$ cat src/rtl/color_white_balance.sv
// White-balance calibration for a TCS3200 sensor: steps the filter through red, green, blue,
// counts sensor_out rising edges in a fixed window per colour and latches one reference each.
module color_white_balance #(
  parameter int SETTLE_CYCLES = 1000,
  parameter int WINDOW_CYCLES = 100000,
  parameter int CNT_W         = 16
) (
  input  logic             clk,
  input  logic             rst,
  input  logic             start,
  input  logic             sensor_out,
  output logic [1:0]       filter_select_balance,
  output logic             ready,
  output logic             busy,
  output logic [CNT_W-1:0] r_ref,
  output logic [CNT_W-1:0] g_ref,
  output logic [CNT_W-1:0] b_ref
);

  localparam int TMR_MAX = (SETTLE_CYCLES > WINDOW_CYCLES) ? SETTLE_CYCLES : WINDOW_CYCLES;
  localparam int TMR_W   = ($clog2(TMR_MAX) > 0) ? $clog2(TMR_MAX) : 1;

  typedef enum logic [1:0] {IDLE, SETTLE, COUNT, DONE} state_t;

  state_t           state, state_next;
  logic [1:0]       ch, ch_next;
  logic [TMR_W-1:0] timer, timer_next;
  logic [CNT_W-1:0] pulses, pulses_next, pulses_inc;
  logic             sync1, sync2, sync3, rise;
  logic             settle_end, window_end, busy_next;

  function automatic logic [1:0] code(input logic [1:0] c);
    case (c)
      2'd0:    code = 2'b00;
      2'd1:    code = 2'b11;
      2'd2:    code = 2'b01;
      default: code = 2'b10;
    endcase
  endfunction

  always_ff @(posedge clk) begin
    if (rst) begin
      sync1 <= 1'b0;
      sync2 <= 1'b0;
      sync3 <= 1'b0;
    end else begin
      sync1 <= sensor_out;
      sync2 <= sync1;
      sync3 <= sync2;
    end
  end

  assign rise       = sync2 & ~sync3;
  assign pulses_inc = (rise && pulses != '1) ? pulses + CNT_W'(1) : pulses;
  assign settle_end = (timer == TMR_W'(SETTLE_CYCLES - 1));
  assign window_end = (timer == TMR_W'(WINDOW_CYCLES - 1));

  always_comb begin
    state_next  = state;
    ch_next     = ch;
    timer_next  = timer;
    pulses_next = pulses;
    case (state)
      IDLE, DONE: begin
        if (start) begin
          state_next = SETTLE;
          ch_next    = 2'd0;
          timer_next = '0;
        end
      end
      SETTLE: begin
        if (settle_end) begin
          state_next  = COUNT;
          timer_next  = '0;
          pulses_next = '0;
        end else begin
          timer_next = timer + TMR_W'(1);
        end
      end
      COUNT: begin
        pulses_next = pulses_inc;
        if (window_end) begin
          timer_next = '0;
          if (ch == 2'd2) begin
            state_next = DONE;
          end else begin
            state_next = SETTLE;
            ch_next    = ch + 2'd1;
          end
        end else begin
          timer_next = timer + TMR_W'(1);
        end
      end
      default: state_next = IDLE;
    endcase
  end

  assign busy_next = (state_next == SETTLE) || (state_next == COUNT);

  always_ff @(posedge clk) begin
    if (rst) begin
      state  <= IDLE;
      ch     <= 2'd0;
      timer  <= '0;
      pulses <= '0;
    end else begin
      state  <= state_next;
      ch     <= ch_next;
      timer  <= timer_next;
      pulses <= pulses_next;
    end
  end

  // busy/filter follow the next state so they switch on the start edge; ready lags DONE by one clock.
  always_ff @(posedge clk) begin
    if (rst) begin
      filter_select_balance <= 2'b10;
      ready                 <= 1'b0;
      busy                  <= 1'b0;
      r_ref                 <= '0;
      g_ref                 <= '0;
      b_ref                 <= '0;
    end else begin
      busy                  <= busy_next;
      filter_select_balance <= busy_next ? code(ch_next) : 2'b10;
      ready                 <= (state == DONE) && !start;
      if (state == COUNT && window_end) begin
        case (ch)
          2'd0:    r_ref <= pulses_inc;
          2'd1:    g_ref <= pulses_inc;
          default: b_ref <= pulses_inc;
        endcase
      end
    end
  end

endmodule

$ cat config.mk
export PLATFORM = sky130hd
export DESIGN_NAME = color_white_balance
export DESIGN_NICKNAME = d
export VERILOG_FILES = /design/src/rtl/color_white_balance.sv
export SDC_FILE = /design/constraint.sdc
export NUM_CORES = 1
export LEC_CHECK = 0
export ABC_AREA = 1
export CAP_MARGIN = 20
export CORE_AREA = 2 2 126 128
export DETAILED_ROUTE_END_ITERATION = 10
export DIE_AREA = 0 0 128 130
export GPL_ROUTABILITY_DRIVEN = 0
export REMOVE_ABC_BUFFERS = 1
export SYNTH_ARGS = -nofsm -noshare
export SYNTH_HDL_FRONTEND = slang
export SYNTH_SLANG_ARGS = --single-unit
$ cat constraint.sdc
create_clock -name clk -period 2.2 [get_ports clk]
set_input_delay 0.66 -clock clk [delete_from_list [all_inputs] [get_ports clk]]
set_output_delay 0.66 -clock clk [all_outputs]
set_load 0.02 [all_outputs]
==> results by stage, run 1 <==
STA:
- The final-report hold violation count is 0.
- The final worst clock skew is 7.63 ps.
- The worst max-slew margin expressed relative to the limit is 0.698.
- The final sum of negative setup slack is 0 ps.
- The final period demand of the worst path is 2010 ps.
- For this run, the top clock speed supported by timing is around 500 MHz.
- Setup slack on the critical path of the routed design comes to 193 ps.
- The final max-slew violation count is 0.
- At the pin with the least slew margin, the transition time is 453 ps.
- The total setup violations reported at the end of the flow is 0.
- Setup repair after global routing left no endpoint under its margin.
- The fraction of the cycle the final worst path needs is 0.912.

Layout:
- The repair_antennas step left the layout with diodes totalling 0.
- After the flow finishes, the layout carries non-filler instances totaling 868.
- The growth of design area from synthesis to finish is 23.6%.
- Leaving out fill and tap cells, the most frequent cell in the layout is sky130_fd_sc_hd__nand2_1.
- The share of cells above drive strength 1 is 0.115.
- For this run, the post-layout net count is about 680.
- In the layout the commonest cells are sky130_fd_sc_hd__nand2_1, sky130_fd_sc_hd__dfxtp_1, sky130_fd_sc_hd__inv_1, sky130_fd_sc_hd__nor2_1, sky130_fd_sc_hd__a21oi_1.
- The total non-filler cell area in the finished layout is 0.00553 mm2.

Critical path:
- Of all nets on the critical path, the largest fanout is 2.
- STA classifies the critical path endpoint as an output port.
- Among all stages on the critical path, the largest delay is contributed by sky130_fd_sc_hd__clkdlybuf4s50_1.
- Traced cell by cell, the critical path runs through clkdlybuf4s50_1.
- The endpoint arrival time on the critical path is ~1400 ps.
- Data on the critical path is required at its endpoint by 1540 ps.
- The critical setup path kind is flip-flop to output port.
- On the critical path the largest part of the delay comes from buffers and inverters.
- For this run, the slowest stage of the critical path takes 630 ps.
- The worst setup path is launched from a flip-flop.
- The number of buffers and inverters on the critical path is 1.

Clock tree:
- The clock latency on the worst-skew pair is between 300 and 400 ps.
- The clock input transition at the sequential cells of the worst setup and hold paths is 60 ps.
- CTS built an H-tree with a depth of 3.
- The tree is rooted in a sky130_fd_sc_hd__clkbuf_16.
- TritonCTS built the clock tree.
- Buffers inserted during clock tree synthesis total 9.
- Once the clock tree was built, the setup fixing pass inserted 0 buffers.
- The longest clock path from root to sink contains 2 buffers.
- The count of hold buffers inserted by post-cts repair is 0.
- The CTS sink count is 92.
- The number of resized instances in the post-cts repair step is 0.

Logic synthesis:
- The cell area that synthesis handed to floorplanning was around 0.0045 mm2.
- In this run, synthesis inferred 0 flip-flops with an integrated enable.
- The share of flip-flops with an asynchronous set or reset is 0.
- Of the synthesized area, sequential elements account for 0.412.
- The synthesized design contains 92 register bits.
- In the synthesized netlist, the number of instances is 616.
- Of all cell types, the one taking the most synthesized area is sky130_fd_sc_hd__dfxtp_1.
- Of the post-synthesis cell area, the dominant cell type holds 0.412.
- The distinct cell type count after synthesis is 37.
- The synthesized area per cell is 7.26 um2.
- After synthesis, the cell types taking the most area are sky130_fd_sc_hd__dfxtp_1, sky130_fd_sc_hd__nand2_1, sky130_fd_sc_hd__a21oi_1.
- The count of synthesis-stage warnings from yosys is 0.
- The flip-flop cell with the highest count after synthesis is sky130_fd_sc_hd__dfxtp_1.

Run status:
- The run finished with clean final reports.

Die:
- The die boundary width is 128 um.
- The initialized floorplan defines between 40 and 50 standard-cell rows.
- The overall die height is about 130 um.
- The number of I/O pins is 56.
- The placeable core region is 0.0154 mm2.
- The total die area is 0.0166 mm2.
- The initial utilization of the core area, before any placement, comes to 0.290.

Worst hold path:
- In this run the worst hold path is classified as flip-flop to flip-flop.

Global routing:
- The pin count of the biggest net entering global routing is 49.
- For this run, global-route usage on met3 was measured as 0.0217.
- The met2 track demand over resource in global routing is 0.203.
- The first global-routing pass estimated 17400 um of wire.
- For this run, global-route usage on met1 was measured as 0.179.
- The remaining global-route overflow is 0.
- The initial antenna violation count is 0.
- The via count of the first global-routing pass is 3646.
- Across every metal layer, demand over resource in global routing totals 0.130.
- The most crowded layer after global routing is met2.

Place:
- The worst setup slack before clock tree synthesis is 213 ps.
- Input and output buffers added on the ports amount to 55.
- Detailed placement finished with a half-perimeter wire length of 7180 um.
- Summing all placed instances gives a cell area of roughly 0.0052 mm2.
- The number of placed instances with taps included is 850.

Power:
- The cell area power density is 592 mW/mm2.
- The worst-case IR drop observed on VDD is 0.000344 V.
- The static power due to leakage is roughly 2.1 nW.

Routing:
- The DRC violation total after the first TritonRoute iteration is around 210.
- The count of antenna-violating nets left after detailed routing is 0.
- The routed length per instance is 11.7 um.
- The first detailed-routing pass ran for 5 iterations.
- The number of vias in the routed layout is 3929.
- The sum of routed wire length over all layers is 10200 um.
- The detailed-route vias per instance is 4.53.
- The number of DRC violations after detailed routing is 0.

Flow run:
- Across the run, the number of max-cap violations was 0.
==> stage by stage <==
step | total power, mW | hold slack, ps | utilization
after global placement | 1.87 | 394 | 0.339
after global routing | 3.40 | 425 | 0.358
after CTS | 3.33 | 404 | 0.357
after floorplan | 1.80 | 388 | -
final | 3.27 | 402 | 0.358
after detailed placement | 1.87 | 395 | 0.339
==> area by class of cell <==
type                       instances  area, um2
clock inverter                     5       37.5
clock buffer                      10        239
sequential                        92       1840
tap                              192        240
fill                            1622       9900
inverter                          75        282
multi-input combinational        424       2170
timing repair buffer              70        713
==> cells by family after synthesis <==
| group | Yosys count | synth area share |
|---|---|---|
| simple gates | 263 | 0.262 |
| compound gates | 139 | 0.174 |
| buf+inv | 100 | 0.102 |
| flops | 92 | 0.412 |
| xor+xnor | 14 | 0.0274 |
| fa+ha+maj | 8 | 0.0224 |
==> registers in the layout, indices dropped and copies added (netlist names) <==
signal,count
sync1,1
busy,1
g_ref,16
sync3,1
state,2
ch,2
filter_select_balance,2
pulses,16
b_ref,16
r_ref,16
ready,1
timer,17
sync2,1
==> path summary, 6_finish.rpt <==
check              endpoint  cells after the start       from  slack [ps]
hold / removal        sync2                      2      sync1         400
setup reg to reg  r_ref[10]                      9  pulses[1]         270
hold reg to reg       sync2                      2      sync1         400
setup / recovery  g_ref[14]                      1  g_ref[14]         190
==> cells in the mapped netlist, drive strengths merged, types with 2 or more instances <==
library cell / instances
o21ai: 60
nor3: 11
nor2: 75
clkbuf: 8
buf: 17
nand4: 9
o21a: 2
inv: 75
nand2: 135
nand3: 31
a21oi: 74
xor2: 12
dfxtp: 92
ha: 8
xnor2: 2
==> power by group <==
group | total (mW) | internal (mW) | switching (mW) | leakage [nW]
sequential | 1.68 | 1.68 | 0.00664 | 0.742
clock | 1.44 | 0.794 | 0.648 | 0.131
combinational | 0.146 | 0.0476 | 0.0985 | 1.24
==> routing by layer <==
layer	part of all wire	vias to the layer above
met5	0	-
met4	0.014	0
met3	0.027	12
met2	0.44	54
met1	0.52	1764
li1	-	2099
(Power assumes the default switching activity.)
==> inputs of run 2 (changes only) <==
- CAP_MARGIN: 20 -> 30
==> results of run 2 <==
The final DEF is identical to that of run 1; final timing and power are the same.
